===== config.mk =====
export PLATFORM = sky130hd
export DESIGN_NAME = alu_exec_unit
export DESIGN_NICKNAME = d
export VERILOG_FILES = /design/src/rtl/alu_pkg.sv /design/src/rtl/alu_decode.sv /design/src/rtl/alu_exec_unit.sv
export SDC_FILE = /design/constraint.sdc
export NUM_CORES = 1
export LEC_CHECK = 0
export ABC_AREA = 1
export BUFFER_PORTS_ARGS = -buffer_cell sky130_fd_sc_hd__buf_4
export CORE_MARGIN = 1.5
export CORE_UTILIZATION = 43
export DETAILED_ROUTE_END_ITERATION = 16
export PLACE_DENSITY = 0.6
export SLEW_MARGIN = 20
export SYNTH_ARGS = -nofsm -noshare
export SYNTH_HDL_FRONTEND = slang
export SYNTH_SLANG_ARGS = --single-unit
export TNS_END_PERCENT = 1

===== constraint.sdc =====
create_clock -name clock -period 1.4 [get_ports clock]
set_input_delay 0.14 -clock clock [delete_from_list [all_inputs] [get_ports clock]]
set_output_delay 0.14 -clock clock [all_outputs]
set_load 0.01 [all_outputs]

===== src/rtl/alu_pkg.sv =====
// Shared ALU control codes, R-type function codes and FSM state encoding.
// ALU_SERIAL_SHIFT_EN adds the SHIFT state used by the serial shifter.
package alu_pkg;

    localparam int unsigned CTL_W  = 4;
    localparam int unsigned FUNC_W = 6;

    localparam logic [CTL_W-1:0] CTL_AND     = 4'd0;
    localparam logic [CTL_W-1:0] CTL_OR      = 4'd1;
    localparam logic [CTL_W-1:0] CTL_ADD     = 4'd2;
    localparam logic [CTL_W-1:0] CTL_ADDU    = 4'd3;
    localparam logic [CTL_W-1:0] CTL_SUBU    = 4'd4;
    localparam logic [CTL_W-1:0] CTL_SLTU    = 4'd5;
    localparam logic [CTL_W-1:0] CTL_SUB     = 4'd6;
    localparam logic [CTL_W-1:0] CTL_SLT     = 4'd7;
    localparam logic [CTL_W-1:0] CTL_SLL     = 4'd8;
    localparam logic [CTL_W-1:0] CTL_SRL     = 4'd9;
    localparam logic [CTL_W-1:0] CTL_JR      = 4'd10;
    localparam logic [CTL_W-1:0] CTL_NOR     = 4'd12;
    localparam logic [CTL_W-1:0] CTL_ILLEGAL = 4'd15;

    localparam logic [FUNC_W-1:0] FN_SLL  = 6'd0;
    localparam logic [FUNC_W-1:0] FN_SRL  = 6'd2;
    localparam logic [FUNC_W-1:0] FN_JR   = 6'd8;
    localparam logic [FUNC_W-1:0] FN_ADD  = 6'd32;
    localparam logic [FUNC_W-1:0] FN_ADDU = 6'd33;
    localparam logic [FUNC_W-1:0] FN_SUB  = 6'd34;
    localparam logic [FUNC_W-1:0] FN_SUBU = 6'd35;
    localparam logic [FUNC_W-1:0] FN_AND  = 6'd36;
    localparam logic [FUNC_W-1:0] FN_OR   = 6'd37;
    localparam logic [FUNC_W-1:0] FN_NOR  = 6'd39;
    localparam logic [FUNC_W-1:0] FN_SLT  = 6'd42;
    localparam logic [FUNC_W-1:0] FN_SLTU = 6'd43;

    localparam logic [1:0] OP_ADD   = 2'd0;
    localparam logic [1:0] OP_SUB   = 2'd1;
    localparam logic [1:0] OP_RTYPE = 2'd2;

    typedef enum logic [1:0] {
        ST_IDLE  = 2'd0,
`ifdef ALU_SERIAL_SHIFT_EN
        ST_SHIFT = 2'd1,
`endif
        ST_HOLD  = 2'd2
    } state_t;

    function automatic logic is_shift(input logic [CTL_W-1:0] ctl);
        return (ctl == CTL_SLL) || (ctl == CTL_SRL);
    endfunction

endpackage


===== src/rtl/alu_decode.sv =====
// Combinational ALU control decoder: (alu_op, func_code) -> control code + illegal.
module alu_decode
    import alu_pkg::*;
(
    input  logic [1:0]        alu_op,
    input  logic [FUNC_W-1:0] func_code,
    output logic [CTL_W-1:0]  ctl,
    output logic              illegal
);

    // lw/sw and beq use the wrapping forms so they can never raise overflow
    always_comb begin
        ctl     = CTL_ILLEGAL;
        illegal = 1'b0;
        case (alu_op)
            OP_ADD:   ctl = CTL_ADDU;
            OP_SUB:   ctl = CTL_SUBU;
            OP_RTYPE: begin
                case (func_code)
                    FN_SLL:  ctl = CTL_SLL;
                    FN_SRL:  ctl = CTL_SRL;
                    FN_JR:   ctl = CTL_JR;
                    FN_ADD:  ctl = CTL_ADD;
                    FN_ADDU: ctl = CTL_ADDU;
                    FN_SUB:  ctl = CTL_SUB;
                    FN_SUBU: ctl = CTL_SUBU;
                    FN_AND:  ctl = CTL_AND;
                    FN_OR:   ctl = CTL_OR;
                    FN_NOR:  ctl = CTL_NOR;
                    FN_SLT:  ctl = CTL_SLT;
                    FN_SLTU: ctl = CTL_SLTU;
                    default: ctl = CTL_ILLEGAL;
                endcase
            end
            default:  ctl = CTL_ILLEGAL;
        endcase
        illegal = (ctl == CTL_ILLEGAL);
    end

endmodule


===== src/rtl/alu_exec_unit.sv =====
// Execute-stage ALU with integrated decoder and registered valid/ready output.
// ALU_SERIAL_SHIFT_EN selects a 1-bit/cycle serial shifter instead of a barrel shifter.
module alu_exec_unit
    import alu_pkg::*;
#(
    parameter int unsigned WIDTH = 32,
    parameter int unsigned SHW   = $clog2(WIDTH)
) (
    input  logic              clock,
    input  logic              reset,
    input  logic              in_valid,
    output logic              in_ready,
    input  logic [1:0]        alu_op,
    input  logic [FUNC_W-1:0] func_code,
    input  logic [SHW-1:0]    shamt,
    input  logic [WIDTH-1:0]  operand_a,
    input  logic [WIDTH-1:0]  operand_b,
    output logic              out_valid,
    input  logic              out_ready,
    output logic [WIDTH-1:0]  result,
    output logic              zero,
    output logic              overflow,
    output logic              illegal
);

    state_t             state, state_d;
    logic [CTL_W-1:0]   ctl;
    logic               dec_illegal;
    logic               accept;
    logic [WIDTH-1:0]   sum, diff, calc;
    logic               calc_ovf;

    alu_decode u_decode (
        .alu_op    (alu_op),
        .func_code (func_code),
        .ctl       (ctl),
        .illegal   (dec_illegal)
    );

    assign sum  = operand_a + operand_b;
    assign diff = operand_a - operand_b;

    // Single-cycle datapath; illegal codes fall through to a zero result
    always_comb begin
        calc     = '0;
        calc_ovf = 1'b0;
        case (ctl)
            CTL_AND:  calc = operand_a & operand_b;
            CTL_OR:   calc = operand_a | operand_b;
            CTL_NOR:  calc = ~(operand_a | operand_b);
            CTL_ADD: begin
                calc     = sum;
                calc_ovf = (operand_a[WIDTH-1] == operand_b[WIDTH-1]) &&
                           (sum[WIDTH-1] != operand_a[WIDTH-1]);
            end
            CTL_ADDU: calc = sum;
            CTL_SUB: begin
                calc     = diff;
                calc_ovf = (operand_a[WIDTH-1] != operand_b[WIDTH-1]) &&
                           (diff[WIDTH-1] != operand_a[WIDTH-1]);
            end
            CTL_SUBU: calc = diff;
            CTL_SLT:  calc = WIDTH'($signed(operand_a) < $signed(operand_b));
            CTL_SLTU: calc = WIDTH'(operand_a < operand_b);
            CTL_SLL:  calc = operand_b << shamt;
            CTL_SRL:  calc = operand_b >> shamt;
            CTL_JR:   calc = operand_a;
            default:  calc = '0;
        endcase
    end

`ifdef ALU_SERIAL_SHIFT_EN
    logic [WIDTH-1:0] work, work_nxt;
    logic [SHW-1:0]   cnt;
    logic             shift_left;
    logic             serial_start;

    assign serial_start = is_shift(ctl) && (shamt != '0);
    assign work_nxt     = shift_left ? (work << 1) : (work >> 1);
`endif

    always_ff @(posedge clock or posedge reset) begin
        if (reset) begin
            state <= ST_IDLE;
        end else begin
            state <= state_d;
        end
    end

    // in_ready depends only on state and out_ready
    always_comb begin
        state_d  = state;
        in_ready = 1'b0;
        case (state)
            ST_IDLE: in_ready = 1'b1;
            ST_HOLD: in_ready = out_ready;
            default: in_ready = 1'b0;
        endcase
        accept = in_valid && in_ready;
        if (accept) begin
`ifdef ALU_SERIAL_SHIFT_EN
            state_d = serial_start ? ST_SHIFT : ST_HOLD;
`else
            state_d = ST_HOLD;
`endif
        end else if ((state == ST_HOLD) && out_ready) begin
            state_d = ST_IDLE;
        end
`ifdef ALU_SERIAL_SHIFT_EN
        else if ((state == ST_SHIFT) && (cnt == SHW'(1))) begin
            state_d = ST_HOLD;
        end
`endif
    end

    always_ff @(posedge clock or posedge reset) begin
        if (reset) begin
            out_valid  <= 1'b0;
            result     <= '0;
            zero       <= 1'b0;
            overflow   <= 1'b0;
            illegal    <= 1'b0;
`ifdef ALU_SERIAL_SHIFT_EN
            work       <= '0;
            cnt        <= '0;
            shift_left <= 1'b0;
`endif
        end else if (accept) begin
`ifdef ALU_SERIAL_SHIFT_EN
            if (serial_start) begin
                work       <= operand_b;
                cnt        <= shamt;
                shift_left <= (ctl == CTL_SLL);
                out_valid  <= 1'b0;
            end else
`endif
            begin
                result    <= calc;
                zero      <= (calc == '0);
                overflow  <= calc_ovf;
                illegal   <= dec_illegal;
                out_valid <= 1'b1;
            end
        end else if ((state == ST_HOLD) && out_ready) begin
            out_valid <= 1'b0;
        end
`ifdef ALU_SERIAL_SHIFT_EN
        else if (state == ST_SHIFT) begin
            work <= work_nxt;
            cnt  <= cnt - SHW'(1);
            if (cnt == SHW'(1)) begin
                result    <= work_nxt;
                zero      <= (work_nxt == '0);
                overflow  <= 1'b0;
                illegal   <= 1'b0;
                out_valid <= 1'b1;
            end
        end
`endif
    end

endmodule

==> results.cfg <==
[synth]
synth_most_common_cell = nand2_1
synth.distinct_cells = 45
synthFlopType = dfrtp_1
synthCells = 2393
synth_fp_nets = 2572
ys_seq_area_share_pct = 7.47
synth_top_area_share_pct = 26.0
synthTopCellsByCount = 837 x nand2_1, 315 x nor2_1, 293 x nand3_1
synthArstFlopShare_pct = 100
synth_warnings = 0
synthTopCellsByArea = nand2_1 26%, nand3_1 12%, ha_1 10%, nor2_1 9.8%, inv_1 9.0%
synth_area_leader_cell = nand2_1
synth-edff-count = 0
ys_ff_latch = 36
syn_avg_cell_area_sq_um = 5.04
syn-cell-area_sq_mm = 0.0121

[power_and_ir_drop]
ir_worst_vdd_mv = 0.576
power_mw = 11.8
p_leak_nw = 10.7
powerDensity_mw_per_mm2 = 579

[status]
status = finished with violations
violations = DRC, setup timing

[routing]
via_per_inst = 5.72
wl_per_cell_um = 20.7
vias = 19600
drt-pass1-iter-count = 14
wirelength_um = 71000
ant_nets = 0
route.detailed.drc = 1
dr.first_iter.drc_count = 2578

[setup_path]
path_max_fanout = 3
crit_arrival_ps = 2670
crit_top_cell = nand2_1
cp_cell_sequence = buf_4, ha_2, fa_2, nand3_1, nand3_2, nand2_1, nand2_1, nand2_1, nand2_2, xor2_1, nand2_1, nand2_1, inv_1, nand2_1, nor2_2, nand2_1, nor2_2, buf_6, nand2_1, nor2_1, nand2_1, nand2_1
end_kind = flop
critical_path_class = in2reg
slowest_delay_ps = 350
critPathSlowestCell = fa_2
worstPathRequired_ps = 1620
path_buf_inv = 3
startpoint_type = input pin
cp_top_family = simple AND/OR/NAND/NOR gates

[clock_tree]
cts_buffer_depth = 2
clock_latency_ps = 280
clock_sinks = 36
cts_tree = built
cts_root_buf = clkbuf_16
cts_max_level = 2
cts.clk_slew.worst_paths_ps = 60
numCtsBuffers = 5

[floorplanning]
fp.dieW_um = 171
die_y_um = 171
initial_utilization_pct = 43.6
core_sq_mm = 0.0277
num_io_pins = 118
dieArea_sq_mm = 0.0291
row_count = 61

[run]
maxCapViolCount = 0

[grt]
antenna_found_initial = 1
gr-total-overflow = 0
grt_max_degree = 40
grt_pass1_wl_um = 103000
grt_usage_pct = 46.7
grt_pass1_vias = 18600

[placement]
io_buffers = 117
place_congestion = 1.15
hpwl_um = 56800

[timing]
post-route-min-period_ps = 2450
rsz0062_at_grt = yes
setup_viol_count_final = 35
setup_ws_ps = -1050
setup_tns_ps = -27760
finClkSkew_ps = 4.28
fin_hold_ws_ps = 198
fin_crit_sh_pct = 175
worst_slew_pin_slew_ps = 490
hold_viol_final = 0
slew_viol_final = 0
slew-limit-headroom_pct = 67.4
fmax_ghz = 0.409

[finish]
syn_to_final_growth_pct = 68.1
drive_above_1_share_pct = 39.7
final_nets = 3229
antenna_cells = 0

[worst_hold_path]
hp-class = in2reg
## cell usage in the layout (no fill, tap or decap), drive strengths merged, types with 8 or more instances in the layout
master / Yosys / routed
nor3: 34 / 34
a21oi: 88 / 88
nand3: 297 / 297
nand2: 852 / 852
xor2: 22 / 22
o21ai: 133 / 133
ha: 96 / 96
a31oi: 12 / 12
nor2: 332 / 333
o211ai: 11 / 11
nand3b: 8 / 8
nand4: 38 / 38
buf: 56 / 753
inv: 295 / 293
dfrtp: 36 / 36
## stage by stage
stage / setup slack [ps] / cells / area [sq um] / util [%]
3_5_place_dp: -1710 / 3357 / 17600 / 63.5
3_3_place_gp: -1720 / 3357 / 17600 / 63.5
2_1_floorplan: -674 / 2393 / 12200 / -
6_report: -1050 / 3429 / 20300 / 73.2
4_1_cts: -897 / 3411 / 19500 / 70.3
5_1_grt: -1140 / 3429 / 20300 / 73.2
## timing repair
action                                 CTS  global route
cloned                                   1             0
setup buffers                           45            19
hold buffers                             1             0
gates resized for setup                379           196
pin swaps                              125            91
setup endpoints to repair               35            35
endpoints found under the hold margin   36             0
## area by class of cell
cell class              instances  area (sq um)
repair buffers                754          6200
clock inverters                 3          90.1
flip-flops and latches         36           901
clock buffers                   5           125
well taps                     378           473
inverters                     299          1160
fillers                      2415          7420
multi-input cells            1954         11300
## sequential cells by signal (all words and copies together) (netlist names)
signal and flops:
out_valid 1, overflow 1, result 32, zero 1
illegal 1
## final timing paths
check	start	to	slack, ps	depth (start not counted)
worst max-delay path	operand_b[0]	zero	-1050	22
worst min-delay path	out_ready	out_valid	200	4
worst max register to register	out_valid	result[4]	-260	6
min in group asynchronous	reset	result[28]	540	4
max in group asynchronous	reset	result[3]	520	4
worst min register to register	result[30]	result[30]	490	2
## logic make-up (layout without fill, tap and decap cells)
logic type,Yosys count,after routing,synth area share (%)
fa+ha+maj,98,98,10.3
xor+xnor,25,25,1.81
simple gates,1571,1572,55.3
flops,36,36,7.47
buf+inv,404,1061,13.7
compound gates,259,259,11.4
## worst reg2reg max path, stage by stage (launching register included)
cell and delay (ps):
dfrtp_1 370, nand2_1 110, nand2_1 230, clkinv_1 190
buf_4 260, nor2_1 280, a31oi_4 80
## layer usage
metal / part of all wire [%] / track usage, % / vias to the layer above
met5: 0.015 / 0 / -
met1: 38 / 57.5 / 9026
met2: 44 / 74.1 / 1346
met4: 7.7 / 30.8 / 2
li1: - / - / 8897
met3: 11 / 9.16 / 346
## where the power goes
part / switching [mW] / total [mW] / internal, mW
registers: 0.104 / 1.30 / 1.20
clock network: 0.451 / 1.65 / 1.20
logic: 5.00 / 8.80 / 3.80
No activity file was read; power rests on OpenSTA's default activity.
